File: src/rtl/streamlined_divider_pkg.sv
// streamlined_divider_pkg: shared width constants and FSM state type for the divider
package streamlined_divider_pkg;
  localparam int WIDTH_DEF = 8;
  localparam int CNT_W = $clog2(WIDTH_DEF + 1);
  typedef enum logic [1:0] {IDLE, CALC, DONE} state_t;
endpackage

File: src/rtl/divider_step.sv
// divider_step: one combinational restoring-division step (shift, compare, subtract, quotient bit)
module divider_step #(
  parameter int WIDTH = 8
) (
  input  logic [WIDTH-1:0] rem,
  input  logic [WIDTH-1:0] dvd,
  input  logic [WIDTH-1:0] dvs,
  output logic [WIDTH-1:0] rem_nxt,
  output logic [WIDTH-1:0] dvd_nxt
);
  logic [WIDTH:0] sh, diff;
  logic q;
  assign sh = {rem, dvd[WIDTH-1]};
  assign diff = sh - {1'b0, dvs};
  assign q = sh >= {1'b0, dvs};
  assign rem_nxt = q ? diff[WIDTH-1:0] : sh[WIDTH-1:0];
  // dividend register doubles as the quotient shift register
  assign dvd_nxt = {dvd[WIDTH-2:0], q};
endmodule

File: src/rtl/streamlined_divider.sv
// streamlined_divider: multi-cycle unsigned restoring divider, one quotient bit per cycle
module streamlined_divider
  import streamlined_divider_pkg::*;
#(
  parameter int WIDTH = WIDTH_DEF
) (
  input  logic             clk,
  input  logic             rst_n,
  input  logic [WIDTH-1:0] divisor,
  input  logic [WIDTH-1:0] dividend,
  input  logic             start_sig,
  output logic             done_sig,
  output logic [WIDTH-1:0] Quotient,
  output logic [WIDTH-1:0] Reminder
);
  localparam int CW = $clog2(WIDTH + 1);
  state_t state, state_nxt;
  logic [CW-1:0] cnt;
  logic [WIDTH-1:0] rem, dvd, dvs, rem_nxt, dvd_nxt;
  logic last;
  divider_step #(.WIDTH(WIDTH)) u_step (
    .rem(rem), .dvd(dvd), .dvs(dvs), .rem_nxt(rem_nxt), .dvd_nxt(dvd_nxt)
  );
  assign last = cnt == CW'(WIDTH - 1);
  always_comb begin
    state_nxt = IDLE;
    state_nxt = state == IDLE ? (start_sig ? CALC : IDLE) :
                state == CALC ? (last ? DONE : CALC) : IDLE;
  end
  always_ff @(posedge clk or negedge rst_n) begin
    if (!rst_n) begin
      state <= IDLE;
      cnt <= '0;
      rem <= '0;
      dvd <= '0;
      dvs <= '0;
      done_sig <= 1'b0;
      Quotient <= '0;
      Reminder <= '0;
    end else begin
      state <= state_nxt;
      done_sig <= state == CALC && last;
      if (state == IDLE && start_sig) begin
        dvd <= dividend;
        dvs <= divisor;
        rem <= '0;
        cnt <= '0;
      end
      if (state == CALC) begin
        rem <= rem_nxt;
        dvd <= dvd_nxt;
        cnt <= cnt + 1'b1;
        if (last) begin
          Quotient <= dvd_nxt;
          Reminder <= rem_nxt;
        end
      end
    end
  end
endmodule

File: config.mk
export PLATFORM = sky130hd
export DESIGN_NAME = streamlined_divider
export DESIGN_NICKNAME = d
export VERILOG_FILES = /design/src/rtl/streamlined_divider_pkg.sv /design/src/rtl/divider_step.sv /design/src/rtl/streamlined_divider.sv
export SDC_FILE = /design/constraint.sdc
export NUM_CORES = 1
export LEC_CHECK = 0
export BUFFER_PORTS_ARGS = -buffer_cell sky130_fd_sc_hd__clkbuf_2
export CAP_MARGIN = 30
export CORE_ASPECT_RATIO = 0.6
export CORE_MARGIN = 1.5
export CORE_UTILIZATION = 55
export CTS_BUF_LIST = sky130_fd_sc_hd__clkbuf_16
export DETAILED_ROUTE_END_ITERATION = 6
export PLACE_DENSITY = 0.86
export SYNTH_ARGS = -nofsm -noshare
export SYNTH_HDL_FRONTEND = slang
export SYNTH_HIERARCHICAL = 1
export SYNTH_SLANG_ARGS = --single-unit
export TNS_END_PERCENT = 100
File: constraint.sdc
create_clock -name clk -period 3.05 [get_ports clk]
set_input_delay 0.7625 -clock clk [delete_from_list [all_inputs] [get_ports clk]]
set_output_delay 0.7625 -clock clk [all_outputs]
set_load 0.05 [all_outputs]
==> results of run 1 <==
[through the flow]
| step | worst slack [ps] | area [µm²] | hold WS (ps) | instances | utilization |
|---|---|---|---|---|---|
| 6_report | 512.2 | 2918 | 464.6 | 305 | 0.6819 |
| 5_1_grt | 442.6 | 2918 | 507.0 | 305 | 0.6819 |
| 4_1_cts | 560.9 | 2918 | 481.1 | 305 | 0.6819 |
| 3_5_place_dp | 629.9 | 2729 | 495.3 | 297 | 0.6377 |
| 3_3_place_gp | 645.9 | 2701 | 492.4 | 296 | 0.6313 |
| 2_1_floorplan | 792.9 | 2557 | 466.9 | 215 | - |
[state kept, by name, indices dropped and copies added, names as in the netlist]
| register | cells |
|---|---|
| cnt | 4 |
| dvs | 8 |
| rem | 8 |
| state | 2 |
| done_sig | 1 |
| dvd | 8 |
| Reminder | 8 |
| Quotient | 8 |
[area by class of cell]
type / instances / area [µm²] / area share
multi-input combinational: 137 / 1196 / 0.4099
sequential: 47 / 1176 / 0.4031
timing repair buffer: 40 / 232.7 / 0.07976
clock buffer: 5 / 125.1 / 0.04288
tap: 60 / 75.07 / 0.02573
clock inverter: 3 / 63.81 / 0.02187
inverter: 13 / 48.80 / 0.01672
[worst max-delay path, cell delays in order (launching register included)]
cell     delay (ps)
dfrtp_1         370
inv_1            70
ha_1            340
or2b_1          260
a21oi_2         180
o21ai_2          90
a41oi_4         410
mux2_2          410
mux2_2          280
[cell usage after synthesis (all sizes together), types with 2 or more instances]
master,count,area share
dfrtp,47,0.46
mux2,30,0.15
buf,17,0.052
a21oi,14,0.033
o21ai,14,0.029
inv,13,0.019
nor2b,11,0.027
a22o,10,0.034
ha,9,0.044
a22oi,8,0.023
nor2,5,0.0073
nand2,4,0.0059
a21o,3,0.0088
mux2i,3,0.012
nor3,3,0.010
nand2b,2,0.0078
nand3,2,0.0039
nor3b,2,0.010
xnor2,2,0.0069
[cells by family after synthesis]
group           share of synthesized area
mux                                0.1570
fa+ha+maj                         0.05186
compound gates                     0.1659
xor+xnor                          0.01028
flops                              0.4599
simple gates                      0.08269
buf+inv                           0.07241
[routing by layer]
metal,vias up,GRT usage,part of all wire
li1,823,-,-
met3,8,0.05601,0.069
met2,63,0.2996,0.41
met5,-,0,0
met1,835,0.3466,0.51
met4,0,0.07813,0.011
[how the worst max path moves through the flow]
stage / startpoint / to / slack [ps] / cells after the start
3_5_place_dp: dvd[7]$_DFFE_PN0P_ / Reminder[6]$_DFFE_PN0P_ / 630 / 9
5_1_grt: dvd[7]$_DFFE_PN0P_ / Reminder[3]$_DFFE_PN0P_ / 440 / 8
2_1_floorplan: dvd[7]$_DFFE_PN0P_ / Reminder[6]$_DFFE_PN0P_ / 790 / 9
3_3_place_gp: dvd[7]$_DFFE_PN0P_ / Reminder[6]$_DFFE_PN0P_ / 650 / 9
4_1_cts: dvd[7]$_DFFE_PN0P_ / Reminder[3]$_DFFE_PN0P_ / 560 / 8
6_report: dvd[7]$_DFFE_PN0P_ / Reminder[3]$_DFFE_PN0P_ / 510 / 8
==> results.yml, run 1 <==
detailed_routing:
  routed-via-count: 1729
  wl_um: 5114
  ant_nets: 0
  drc_errors: 0
  firstDrtPassIters: 4
  drt-vias-per-instance: 5.669
  initialDrtViolationCount: 136
  wl_per_cell_um: 16.77
timing:
  worstMarginPinSlew_ps: 619.6
  setup_violations: 0
  final-max-slew-violation-count: 0
  rsz0062_at_grt: "false"
  fin_skew_ps: 4.805
  min_period_ps: 2538
  fin_setup_tns_ps: 0
  relSlewSlack: 0.5865
  post-route-period-util: 0.8321
  max_freq_mhz: 394.0
  hold_viol: 0
critical_path:
  path_class: "reg2reg"
  cp_max_fo: 8
  r2r-start: "dvd[7]$_DFFE_PN0P_"
  arrival_ps: 2710
  r2r_slack_ps: 510
  reg2reg_depth: 8
  startpoint_type: "register"
  critPathCaptureType: "register"
  rr_endpoint: "Reminder[3]$_DFFE_PN0P_"
  crit_required_ps: 3220
logic_synthesis:
  async_reset_ff_frac: 1.000
  ys_seq_area_frac: 0.4599
  syn_area_per_cell_um2: 11.90
  ys_ff_latch: 47
  synthFlopType: "dfrtp_1"
  synth_cells: 215
  synth_edf_count: 0
  synth_area_um2: 2557
  synth_cell_type_count: 45
  ys_warn_count: 6
  synth_nets: 244
clocking:
  cts.sinks: 47
  post_cts_buffers: 0
  clockRootBuffer: "clkbuf_16"
  cts_resized: 0
  clockBufferDepth: 2
  cts_tree: "done"
  cts_buffers: 5
  hold_buffers: 0
  cts.htree.levels: 2
  clock_latency_ps: 290
  clk_pin_slew_ps: 60
placed_design:
  gp_congestion: 0.8978
  port_buffers: 35
  dp_hpwl_um: 3611
global_route:
  first_global_vias: 1694
  grt_pass1_wl_um: 8749
  grt_max_degree: 23
  grt_overflow: 0
  grt_use_total: 0.2238
  antenna_found_initial: 0
die:
  fp.dieW_um: 91.04
  core_area_um2: 4279
  ioPinCount: 36
  start_util: 0.5977
  dieArea_um2: 5082
  die_y_um: 55.82
  rows: 18
final_layout:
  mostFrequentLayoutCell: "dfrtp_1"
  fillers: 314
  final_nets: 273
  n_antenna_cell: 0
  area_delta_synth_final_pct: 14.09
  final_cell_mix: "dfrtp_1 (47), clkbuf_2 (35), mux2_2 (21)"
  drive_gt1_frac: 0.3469
flow_run:
  cap_viol_max_count: 0
status:
  status: "finished clean"
min_path:
  hold_path.class: "in2async"
Power of run 1 is left out: the tool's default activity adds up to more than one toggle a clock period on the data nets, which glitch-free logic cannot reach.
==> inputs of run 2 (changes only) <==
Settings changed: ABC_AREA from default to 1, CORE_UTILIZATION 55 to 52, PLACE_DENSITY 0.86 to 0.85.
Clock period 3.05 ns to 2.29 ns, I/O delays scaled along.
==> run 2 against run 1 <==
Effect of this change:
- via count rose by 28%
- clock-buffer cell count did not move
- sequential share of layout area is 0.31 points higher
- synthesized cell count is 54% higher
- flip-flop and latch count stayed put
- die area rose by 6.7%
- first-iteration DRC count increased by 43%
- clock skew rose by 0.93 ps
- utilization decreased by 6.4 points
- wire length is 15% higher
- fmax is 32% higher
- critical path type unchanged
==> results.yml, run 2 <==
status:
  status: "finished clean"
detailed_routing:
  wl_per_cell_um: 13.93
  initialDrtViolationCount: 195
  ant_nets: 0
  drc_errors: 0
  wl_um: 5877
  drt-vias-per-instance: 5.232
  firstDrtPassIters: 5
  routed-via-count: 2208
die:
  rows: 19
  fp.dieW_um: 94.07
  core_area_um2: 4683
  start_util: 0.5525
  die_y_um: 57.64
  dieArea_um2: 5422
  ioPinCount: 36
logic_synthesis:
  synth_cell_type_count: 27
  ys_warn_count: 6
  async_reset_ff_frac: 1.000
  synth_common_cells: "nand2_1 (153), dfrtp_1 (47), nand3_1 (43)"
  yosysMostFrequentCell: "nand2_1"
  ys_seq_area_frac: 0.4545
  synth_edf_count: 0
  synth_cells: 331
  syn_area_per_cell_um2: 7.817
  synth_top_area_share: 0.4545
  ys_ff_latch: 47
  synthFlopType: "dfrtp_1"
  synth_nets: 360
  synth_area_um2: 2587
  yosysTopAreaCell: "dfrtp_1"
  synthTopCellsByArea: "dfrtp_1 (45%), nand2_1 (22%), nand3_1 (8.3%)"
final_layout:
  fillers: 405
  final_cell_mix: "nand2_1 (153), dfrtp_1 (47), nand3_1 (43)"
  mostFrequentLayoutCell: "nand2_1"
  final_nets: 387
  n_antenna_cell: 0
  area_delta_synth_final_pct: 11.90
  drive_gt1_frac: 0.1811
timing:
  setup_violations: 0
  post-route-period-util: 0.8375
  max_freq_mhz: 521.4
  fin_skew_ps: 5.737
  relSlewSlack: 0.6025
  fin_setup_tns_ps: 0
  hold_viol: 0
  rsz0062_at_grt: "false"
  final-max-slew-violation-count: 0
  min_period_ps: 1918
  worstMarginPinSlew_ps: 596.3
global_route:
  first_global_vias: 2026
  grt_pass1_wl_um: 9811
  grt_overflow: 0
  antenna_found_initial: 0
  grt_max_degree: 48
  grt_use_total: 0.2391
clocking:
  cts_buffers: 5
  clock_latency_ps: 290
  clockBufferDepth: 2
  cts_tree: "done"
  clockRootBuffer: "clkbuf_16"
  cts_resized: 0
  cts.sinks: 47
  clk_pin_slew_ps: 70
  cts.htree.levels: 2
  hold_buffers: 0
  post_cts_buffers: 0
flow_run:
  cap_viol_max_count: 0
placed_design:
  gp_congestion: 0.8908
  dp_hpwl_um: 4007
  port_buffers: 35
critical_path:
  path_class: "reg2reg"
  cp_max_fo: 10
  critPathCaptureType: "register"
  arrival_ps: 2090
  crit_required_ps: 2460
  startpoint_type: "register"
min_path:
  hold_path.class: "in2async"
run 2: cell count changes after synthesis, moves of 4 or more:
cell	change
buf_2	-4
a21oi_1	-10
mux2_2	-21
nand3_1	+41
o21ai_0	-11
a22o_1	-10
nor2b_1	-11
a22oi_1	-8
inv_1	+9
nand2_1	+149
mux2_4	-9
nor2_4	+4
run 2: final timing paths:
check / startpoint / end / slack [ps] / cells past startpoint
max in group asynchronous: rst_n / dvs[2]$_DFFE_PN0P_ / 1510 / 2
worst max register to register: rem[1]$_DFFE_PN0P_ / rem[3]$_DFFE_PN0P_ / 370 / 11
worst min register to register: dvs[6]$_DFFE_PN0P_ / dvs[6]$_DFFE_PN0P_ / 480 / 2
min in group clk: dvs[6]$_DFFE_PN0P_ / dvs[6]$_DFFE_PN0P_ / 480 / 2
worst max-delay path: rem[1]$_DFFE_PN0P_ / rem[3]$_DFFE_PN0P_ / 370 / 11
worst min-delay path: rst_n / Reminder[4]$_DFFE_PN0P_ / 370 / 2
run 2: routing by layer:
metal | up-vias | wire (µm) | track usage
met5 | - | 0 | 0
met1 | 1031 | 2902 | 0.3642
met2 | 90 | 2535 | 0.3478
met4 | 0 | 21 | 0.05544
met3 | 5 | 418 | 0.05643
li1 | 1082 | - | -
run 2: area by class of cell:
type,instances,area (µm²),share of cell area
Multi-Input combinational cell,240,1179,0.4071
Sequential cell,47,1176,0.4062
Tap cell,63,78.83,0.02723
Clock inverter,3,43.79,0.01513
Clock buffer,5,125.1,0.04322
Timing Repair Buffer,37,190.2,0.06569
Inverter,27,102.6,0.03544
run 2: critical path, cell delays in order, from the launching register on:
cell,delay (ps)
dfrtp_1,410
ha_1,370
nand2_1,140
nor2_1,60
nand2_1,80
nor2_2,50
nor2_4,270
nand2_8,110
nand2_1,70
nand2_1,70
nand2_1,90
nand2_1,80
run 2: kinds of logic (layout without fill, tap and decap cells):
kind of cell,after synthesis,after routing,synth area share
buffers and inverters,44,72,0.08994
AND/OR/NAND/NOR,222,222,0.3844
adder cells (fa/ha/maj),10,10,0.05126
AO/OA/AOI/OAI,5,5,0.009670
XOR/XNOR,3,3,0.01016
flip-flops,47,47,0.4545
run 2: metrics by stage:
step	instance area (µm²)	hold WS [ps]	util	setup slack [ps]	cells
2_1_floorplan	2587	276.9	-	623.6	331
6_report	2895	371.9	0.6182	372.2	422
4_1_cts	2895	394.6	0.6182	412.5	422
3_3_place_gp	2726	457.5	0.5822	499.4	414
5_1_grt	2895	424.0	0.6182	265.5	422
3_5_place_dp	2726	460.2	0.5822	439.7	414
Power of run 2 is left out for the same reason.
==> inputs of run 3 (changes only) <==
Settings changed: CORE_UTILIZATION 52 to 55, PLACE_DENSITY 0.85 to 0.86.
Clock period 2.29 ns to 1.8 ns, I/O delays scaled along.
==> run 3 against run 2 <==
Effect of this change:
- the run now ends with setup timing left
- first-iteration DRC count up 55%
- largest cell class unchanged
- global-route usage up 2.9 points
- critical path depth unchanged
- register-to-register slack worse by 390 ps
- clock skew down 1.3 ps
- setup slack worse by 390 ps
- fmax up 5.3%
==> results.yml, run 3 (synthesis results as in run 2) <==
placed_design:
  dpl.cell_count: 427
  port_buffers: 35
  dp_hpwl_um: 4180
  gp_congestion: 0.9416
timing:
  post-route-period-util: 1.012
  fin_ws_ps: -21.07
  fin_setup_tns_ps: -26.15
  final-max-slew-violation-count: 0
  fin_skew_ps: 4.467
  relSlewSlack: 0.7032
  max_freq_mhz: 549.1
  min_period_ps: 1821
  hold_viol: 0
  setup_violations: 3
  rsz0062_at_grt: "true"
  worstMarginPinSlew_ps: 444.2
critical_path:
  critPathSlowestCell: "dfrtp_1"
  critPathCaptureType: "register"
  crit_required_ps: 1970
  cp_max_fo: 6
  path_class: "reg2reg"
  arrival_ps: 1990
  cpLargestDelayFamily: "simple AND/OR/NAND/NOR gates"
  path_cells: "ha_4 > nand2_1 > nand2_2 > nand2_2 > nand2_2 > nor2_4 > nand2_8 > nand2_2 > nand2_2 > nand2_1 > nand2_1"
  slowest_delay_ps: 410
  critPathMostFrequentCell: "nand2_2"
  cp_num_buf_inv: 0
  startpoint_type: "register"
clocking:
  cts_buffers: 5
  cts_tree: "done"
  clk_pin_slew_ps: 60
  cts.htree.levels: 2
  hold_buffers: 0
  clockRootBuffer: "clkbuf_16"
  clockBufferDepth: 2
  cts.sinks: 47
  clock_latency_ps: 280
global_route:
  grt_overflow: 0
  grt_max_degree: 48
  first_global_vias: 2229
  antenna_found_initial: 0
  grt_use_total: 0.2680
  grt_pass1_wl_um: 10530
detailed_routing:
  firstDrtPassIters: 7
  drc_errors: 0
  wl_um: 7037
  wl_per_cell_um: 15.88
  drt-vias-per-instance: 5.485
  ant_nets: 0
  initialDrtViolationCount: 302
  routed-via-count: 2430
final_layout:
  final_cell_mix: "nand2_1 (138), dfrtp_1 (47), nand3_1 (41)"
  fillers: 338
  final_cells: 443
  final_nets: 408
  final_util: 0.7231
  n_antenna_cell: 0
  area_delta_synth_final_pct: 26.89
  mostFrequentLayoutCell: "nand2_1"
  drive_gt1_frac: 0.3184
die:
  start_util: 0.5699
  die_y_um: 56.13
  rows: 19
  ioPinCount: 36
  dieArea_um2: 5139
  core_area_um2: 4541
  fp.dieW_um: 91.55
flow_run:
  cap_viol_max_count: 0
min_path:
  hold_path.class: "in2async"
status:
  status: "finished with violations"
  failed_checks: "setup timing"
run 3: cell types whose count changed in the layout (fill, tap and decap cells not counted), moves of 2 or more:
cell	previous run	this run
nand3_2	3	5
ha_1	9	1
nor2_4	4	7
nand2_4	3	5
inv_2	3	10
nand2_2	2	16
nand2_1	153	138
ha_4	0	8
nand3_1	43	41
nor2_1	8	6
buf_4	2	19
inv_1	22	16
run 3: repair_timing:
| action | 4_1_cts | 5_1_grt |
|---|---|---|
| cloned | 1 | 2 |
| buffers inserted | 2 | 3 |
| resized for setup | 4 | 39 |
| endpoints found under the setup margin | 10 | 16 |
| pin swaps | 3 | 19 |
run 3: worst paths after layout:
check / end / start / slack (ps) / cells after the start
max in group asynchronous: cnt[0]$_DFFE_PN0P_ / rst_n / 1430 / 2
setup reg to reg: rem[4]$_DFFE_PN0P_ / rem[5]$_DFFE_PN0P_ / -20 / 11
setup / recovery: rem[4]$_DFFE_PN0P_ / rem[5]$_DFFE_PN0P_ / -20 / 11
min in group clk: dvd[5]$_DFFE_PN0P_ / dividend[5] / 370 / 3
hold reg to reg: Reminder[6]$_DFFE_PN0P_ / Reminder[6]$_DFFE_PN0P_ / 480 / 2
hold / removal: Reminder[7]$_DFFE_PN0P_ / rst_n / 140 / 2
run 3: metrics by stage:
stage / hold slack [ps] / setup slack [ps] / instance area (µm²)
floorplan: 154.4 / 133.6 / 2587
CTS: 160.8 / -13.68 / 3069
detailed placement: 457.9 / -104.3 / 2836
finish: 142.8 / -21.07 / 3283
global route: 172.8 / -77.90 / 3283
global placement: 454.7 / -40.18 / 2836
run 3: per-layer routing:
layer  GRT usage  part of all wire  up-vias
met2      0.4094              0.46      163
met1      0.3792              0.41     1102
met3     0.06011             0.099       36
li1            -                 -     1129
met4     0.09152             0.032        0
met5           0                 0        -
run 3: final cells by class:
type	instances	area (µm²)	area share
well taps	63	78.83	0.02401
clock inverters	3	63.81	0.01944
multi-input cells	243	1399	0.4261
repair buffers	55	337.8	0.1029
flip-flops and latches	47	1176	0.3582
clock buffers	5	125.1	0.03811
inverters	27	102.6	0.03125
Power of run 3 is left out for the same reason.
